===== config.mk =====
export PLATFORM = sky130hd
export DESIGN_NAME = ecg_frame_loader
export DESIGN_NICKNAME = d
export VERILOG_FILES = /design/src/rtl/ecg_pkg.sv /design/src/rtl/ecg_gap_timer.sv /design/src/rtl/ecg_frame_loader.sv
export SDC_FILE = /design/constraint.sdc
export NUM_CORES = 2
export LEC_CHECK = 0
export BUFFER_PORTS_ARGS = -buffer_cell sky130_fd_sc_hd__buf_2
export CELL_PAD_IN_SITES_DETAIL_PLACEMENT = 1
export CELL_PAD_IN_SITES_GLOBAL_PLACEMENT = 1
export CORE_AREA = 3 3 576 578
export DETAILED_ROUTE_END_ITERATION = 12
export DIE_AREA = 0 0 579 581
export PLACE_DENSITY = 0.46
export SYNTH_ARGS = -nofsm -noshare
export SYNTH_HDL_FRONTEND = slang
export SYNTH_SLANG_ARGS = --single-unit

===== constraint.sdc =====
create_clock -name clock_i -period 63.7 [get_ports clock_i]
set_clock_uncertainty 0.05 [all_clocks]
set_input_delay 9.555 -clock clock_i [delete_from_list [all_inputs] [get_ports clock_i]]
set_output_delay 9.555 -clock clock_i [all_outputs]
set_load 0.1 [all_outputs]

===== src/rtl/ecg_pkg.sv =====
// Shared constants and state type for the ECG frame loading path.
package ecg_pkg;

    localparam int FRAME_BYTES = 184;
    localparam int FRAME_BITS  = FRAME_BYTES * 8;
    localparam int BLOCK_BITS  = 64;

    typedef enum logic [1:0] {
        IDLE  = 2'd0,
        LOAD  = 2'd1,
        START = 2'd2,
        HOLD  = 2'd3
    } loader_state_e;

endpackage


===== src/rtl/ecg_gap_timer.sv =====
// Counts idle cycles between bytes of a partial frame; expired_o flags the cycle
// on which the gap reaches TIMEOUT_CYCLES. Only built when FRAME_TIMEOUT_EN is defined.
module ecg_gap_timer #(
    parameter int TIMEOUT_CYCLES = 1000000
) (
    input  logic clock_i,
    input  logic reset_i,
    input  logic clear_i,
    input  logic enable_i,
    output logic expired_o
);
    localparam int CW = $clog2(TIMEOUT_CYCLES + 1);
    localparam logic [CW-1:0] LAST_COUNT = CW'(TIMEOUT_CYCLES - 1);

    logic [CW-1:0] count_q;
    logic [CW-1:0] count_d;

    always_comb begin
        count_d = count_q;
        if (clear_i) begin
            count_d = '0;
        end else if (enable_i) begin
            count_d = count_q + 1'b1;
        end
    end

    always_ff @(posedge clock_i or posedge reset_i) begin
        if (reset_i) begin
            count_q <= '0;
        end else begin
            count_q <= count_d;
        end
    end

    // Asserted during the idle cycle whose closing edge completes the gap.
    assign expired_o = enable_i && !clear_i && (count_q == LAST_COUNT);

endmodule


===== src/rtl/ecg_frame_loader.sv =====
// Assembles UART bytes into one ECG frame, requests encryption, and holds the frame
// until released. Optional inter-byte timeout is enabled by defining FRAME_TIMEOUT_EN.
module ecg_frame_loader #(
    parameter int FRAME_BYTES    = ecg_pkg::FRAME_BYTES,
    parameter int TIMEOUT_CYCLES = 1000000
) (
    input  logic                     clock_i,
    input  logic                     reset_i,
    input  logic [7:0]               byte_i,
    input  logic                     byte_valid_i,
    output logic                     byte_ready_o,
    input  logic                     done_i,
    output logic [FRAME_BYTES*8-1:0] data_o,
    output logic                     start_o,
    output logic                     frame_ready_o,
    output logic [7:0]               byte_count_o,
    output logic                     error_o
);
    import ecg_pkg::*;

    localparam int DW = FRAME_BYTES * 8;
    localparam logic [7:0] LAST_BYTE = 8'(FRAME_BYTES - 1);

    loader_state_e  state_q;
    logic [DW-1:0]  data_q;
    logic [DW-1:0]  data_d;
    logic [7:0]     count_q;
    logic           ready_q;
    logic           start_q;
    logic           frame_ready_q;
    logic           error_q;
    logic           accept;
    logic           expired;

    assign accept = byte_valid_i && ready_q;
    assign data_d = {data_q[DW-9:0], byte_i};

`ifdef FRAME_TIMEOUT_EN
    ecg_gap_timer #(
        .TIMEOUT_CYCLES(TIMEOUT_CYCLES)
    ) u_gap_timer (
        .clock_i  (clock_i),
        .reset_i  (reset_i),
        .clear_i  (accept || (state_q != LOAD)),
        .enable_i (state_q == LOAD),
        .expired_o(expired)
    );
`else
    assign expired = 1'b0;
`endif

    // Outputs are registered alongside the state so they change only on clock edges.
    always_ff @(posedge clock_i or posedge reset_i) begin
        if (reset_i) begin
            state_q       <= IDLE;
            data_q        <= '0;
            count_q       <= '0;
            ready_q       <= 1'b1;
            start_q       <= 1'b0;
            frame_ready_q <= 1'b0;
            error_q       <= 1'b0;
        end else begin
            start_q <= 1'b0;
            error_q <= 1'b0;
            case (state_q)
                IDLE: begin
                    if (accept) begin
                        data_q  <= data_d;
                        count_q <= 8'd1;
                        state_q <= LOAD;
                    end
                end
                LOAD: begin
                    if (accept) begin
                        data_q <= data_d;
                        if (count_q == LAST_BYTE) begin
                            count_q       <= '0;
                            state_q       <= START;
                            start_q       <= 1'b1;
                            frame_ready_q <= 1'b1;
                            ready_q       <= 1'b0;
                        end else begin
                            count_q <= count_q + 8'd1;
                        end
                    end else if (expired) begin
                        error_q <= 1'b1;
                        count_q <= '0;
                        state_q <= IDLE;
                    end
                end
                START: begin
                    state_q <= HOLD;
                end
                HOLD: begin
                    if (done_i) begin
                        state_q       <= IDLE;
                        frame_ready_q <= 1'b0;
                        ready_q       <= 1'b1;
                    end
                end
                default: begin
                    state_q <= IDLE;
                end
            endcase
        end
    end

    assign byte_ready_o  = ready_q;
    assign data_o        = data_q;
    assign start_o       = start_q;
    assign frame_ready_o = frame_ready_q;
    assign byte_count_o  = count_q;
    assign error_o       = error_q;

endmodule


==> results.toml <==
[run_status]
outcome = "finished, final reports clean"

[power]
pwr-share-comb_pct = 1.1
power.net_switching_mw = 0.464
netSwitchingFraction_pct = 22.7
power.density_nw_per_um2 = 27.7
clockPowerShare_pct = 52.9
leakagePower_nw = 44.7
p_seq_share_pct = 46.1
p_int_mw = 1.58
irDropWorstVdd_mv = 0.0181

[clocking]
insertion_delay_ns = 0.82
cts_root_buf = "clkbuf_16"
cts_setup_buffers = 0
numClockSinks = 1485
clockBufferDepth = 4
h-tree-depth = 4
cts_tree = "yes"
holdBufCountCts = 0
cts_resized = 0
cts_buffers = 189
clk_transition_reported_paths_ns = 0.06

[layout]
ff_latch_area_um2 = 37200
multi_input_area_um2 = 17000
finalNonFillerCells = 12200
layout.nets = 7727
area_growth_pct = 32.6
fin_util_pct = 22.6
drive_gt1_share_pct = 23.4
fill_cells = 38800

[synth]
synth.yosys.seq_area_share_pct = 66.7
synthFlopType = "dfrtp_1"
synth.distinct_cells = 29
ys_top_cells_by_count = "nand2_1 (4,424), dfrtp_1 (1,484), buf_2 (170), clkbuf_1 (127), buf_1 (21)"
syn_avg_cell_area_um2 = 8.84
synth_compound_area_share_pct = 0.231
ys_warn_count = 0
netlist_instances = 6300
synth.area.mux_share_pct = 0.115
synth_seq_cells = 1485
synth_enable_flop_cells = 0
synth_top_area_share_pct = 66.7
yosysMostFrequentCell = "nand2_1"
synthesis.area_um2 = 55700
syn_nets = 6318
synth_xor_area_share_pct = 0
yosysTopAreaCell = "dfrtp_1"
synthTopCellsByArea = "dfrtp_1 (67%), nand2_1 (30%), buf_2 (1.5%)"
synthAdderAreaFrac_pct = 0.135
synthArstFlopShare_pct = 100
yosys.area_share.simple_pct = 30.0
synth_top_family_by_area = "simple AND/OR/NAND/NOR gates"

[routing]
wl_mm = 260
drc = 0
antenna_left = 0
viasPerCell = 3.84
drtPass1Iterations = 4
initialDrtViolationCount = 2529
wire_per_inst_um = 21.3
via_count = 46900

[place]
gp_congestion = 0.845
hpwl_mm = 195
placedCellCount = 11900
io_buffers = 1494

[critical_path]
path_max_fanout = 152
critPathLaunchType = "input pin"
end_kind = "register"
required_ns = 64.39
worstSetupPathType = "in2reg"
reg2reg_depth = 12
crit_arrival_ns = 15.22

[floorplanning]
initial_core_util_pct = 17.0
die_w_um = 579
dieHeight_um = 581
die_area_um2 = 336000
fp.coreArea_um2 = 327000
ios = 1496
row_count = 210

[timing]
rsz0062_at_grt = "no"
tightest_slew_ns = 1.21
hold_viol = 0
clock.fmax_mhz = 68.8
slew_violations = 0
period_needed_ns = 14.53
post-route-period-util_pct = 22.8
relSlewSlack_pct = 19.4
setup_viol_count_final = 0
fin_tns_setup_ns = 0

[global_route]
antenna_found_initial = 6
grt_pass1_wl_mm = 375
grt_pass1_vias = 49800
grt_overflow_total = 0
grt_usage_pct = 14.9
grt_start_max_net_pins = 218

[min_path]
hold_path.class = "reg2reg"
whs_path_depth = 2

[flow_run]
cap_violations = 0
-- worst paths after layout --
path,slack [ns],end,start
max in group asynchronous,51.18,data_o[906]$_DFFE_PP0P_,reset_i
setup reg to reg,57.19,data_o[938]$_DFFE_PP0P_,state_q[1]$_DFFE_PP0P_
hold reg to reg,0.41,data_o[516]$_DFFE_PP0P_,data_o[508]$_DFFE_PP0P_
min in group asynchronous,8.76,data_o[1341]$_DFFE_PP0P_,reset_i
hold / removal,0.41,data_o[516]$_DFFE_PP0P_,data_o[508]$_DFFE_PP0P_
setup / recovery,49.17,data_o[938]$_DFFE_PP0P_,byte_valid_i
-- area by class of cell --
type,count,area share (%)
Antenna cell,3,0.0102
Clock buffer,283,7.44
Clock inverter,54,0.978
Inverter,5,0.0356
Multi-Input combinational cell,4480,23.0
Sequential cell,1485,50.3
Tap cell,4346,7.36
Timing Repair Buffer,1548,10.8
-- per-stage QoR --
| stage | hold slack (ns) | setup WS (ns) | power (mW) | cell area, um2 |
|---|---|---|---|---|
| 6_report | 0.414 | 49.17 | 2.05 | 73800 |
| 5_1_grt | 0.449 | 48.76 | 2.13 | 73800 |
| 4_1_cts | 0.413 | 49.34 | 2.09 | 73800 |
| 3_5_place_dp | 0.415 | 48.42 | 0.984 | 67600 |
| 3_3_place_gp | 0.402 | 48.50 | 0.984 | 67600 |
| 2_1_floorplan | 0.483 | 12.21 | 0.977 | 55700 |
-- worst max-delay path: stages --
cell	delay, ns
buf_2	0.16
nand2_1	0.18
nor2_4	0.13
buf_4	0.60
buf_4	0.85
buf_12	0.54
buf_12	0.46
buf_4	0.92
buf_4	0.90
nand2_1	0.14
nand2_1	0.10
-- per-layer routing --
metal	track usage [%]	wire [um]	vias up	part of all wire (%)
met3	5.20	21600	276	8.3
met1	16.9	101000	23600	39
met2	26.4	131000	1240	50
met4	3.98	6900	0	2.7
li1	-	-	21800	-
met5	0	0	-	0
-- cells in the final DEF (no fill, tap or decap), drive strengths merged, types with 5 or more instances in the layout --
| cell type | netlist | routed |
|---|---|---|
| clkinvlp | 0 | 5 |
| buf | 203 | 1548 |
| dfrtp | 1484 | 1484 |
| inv | 5 | 12 |
| clkbuf | 127 | 283 |
| nand2 | 4424 | 4424 |
| bufinv | 0 | 10 |
| ha | 6 | 6 |
| nor2 | 7 | 7 |
| a21oi | 6 | 6 |
| nand3 | 6 | 6 |
| clkinv | 0 | 32 |
| o21ai | 8 | 8 |
-- state kept, by name, indices dropped and copies added (netlist names) --
| signal | cells |
|---|---|
| state_q | 2 |
| byte_count_o | 8 |
| start_o | 1 |
| frame_ready_o | 1 |
| data_o | 1472 |
| byte_ready_o | 1 |
-- power groups by stage --
stage	Clock, mW	Sequential [mW]	Combinational, mW
after detailed placement	0	0.961	0.0236
final	1.08	0.944	0.0215
after CTS	1.12	0.943	0.0236
after global routing	1.16	0.943	0.0258
after global placement	0	0.961	0.0233
after floorplan	0	0.963	0.0139
-- cells by family (layout without fill, tap and decap cells) --
logic type                 Yosys count  count (layout)
AOI/OAI and AO/OA                   21              21
adders and majority gates            6               6
buffers and inverters              335            1890
DFF                               1485            1485
muxes                                6               6
other                                1               4
and+or+nand+nor                   4446            4446
Note: power is estimated with default switching activity, not from simulation.
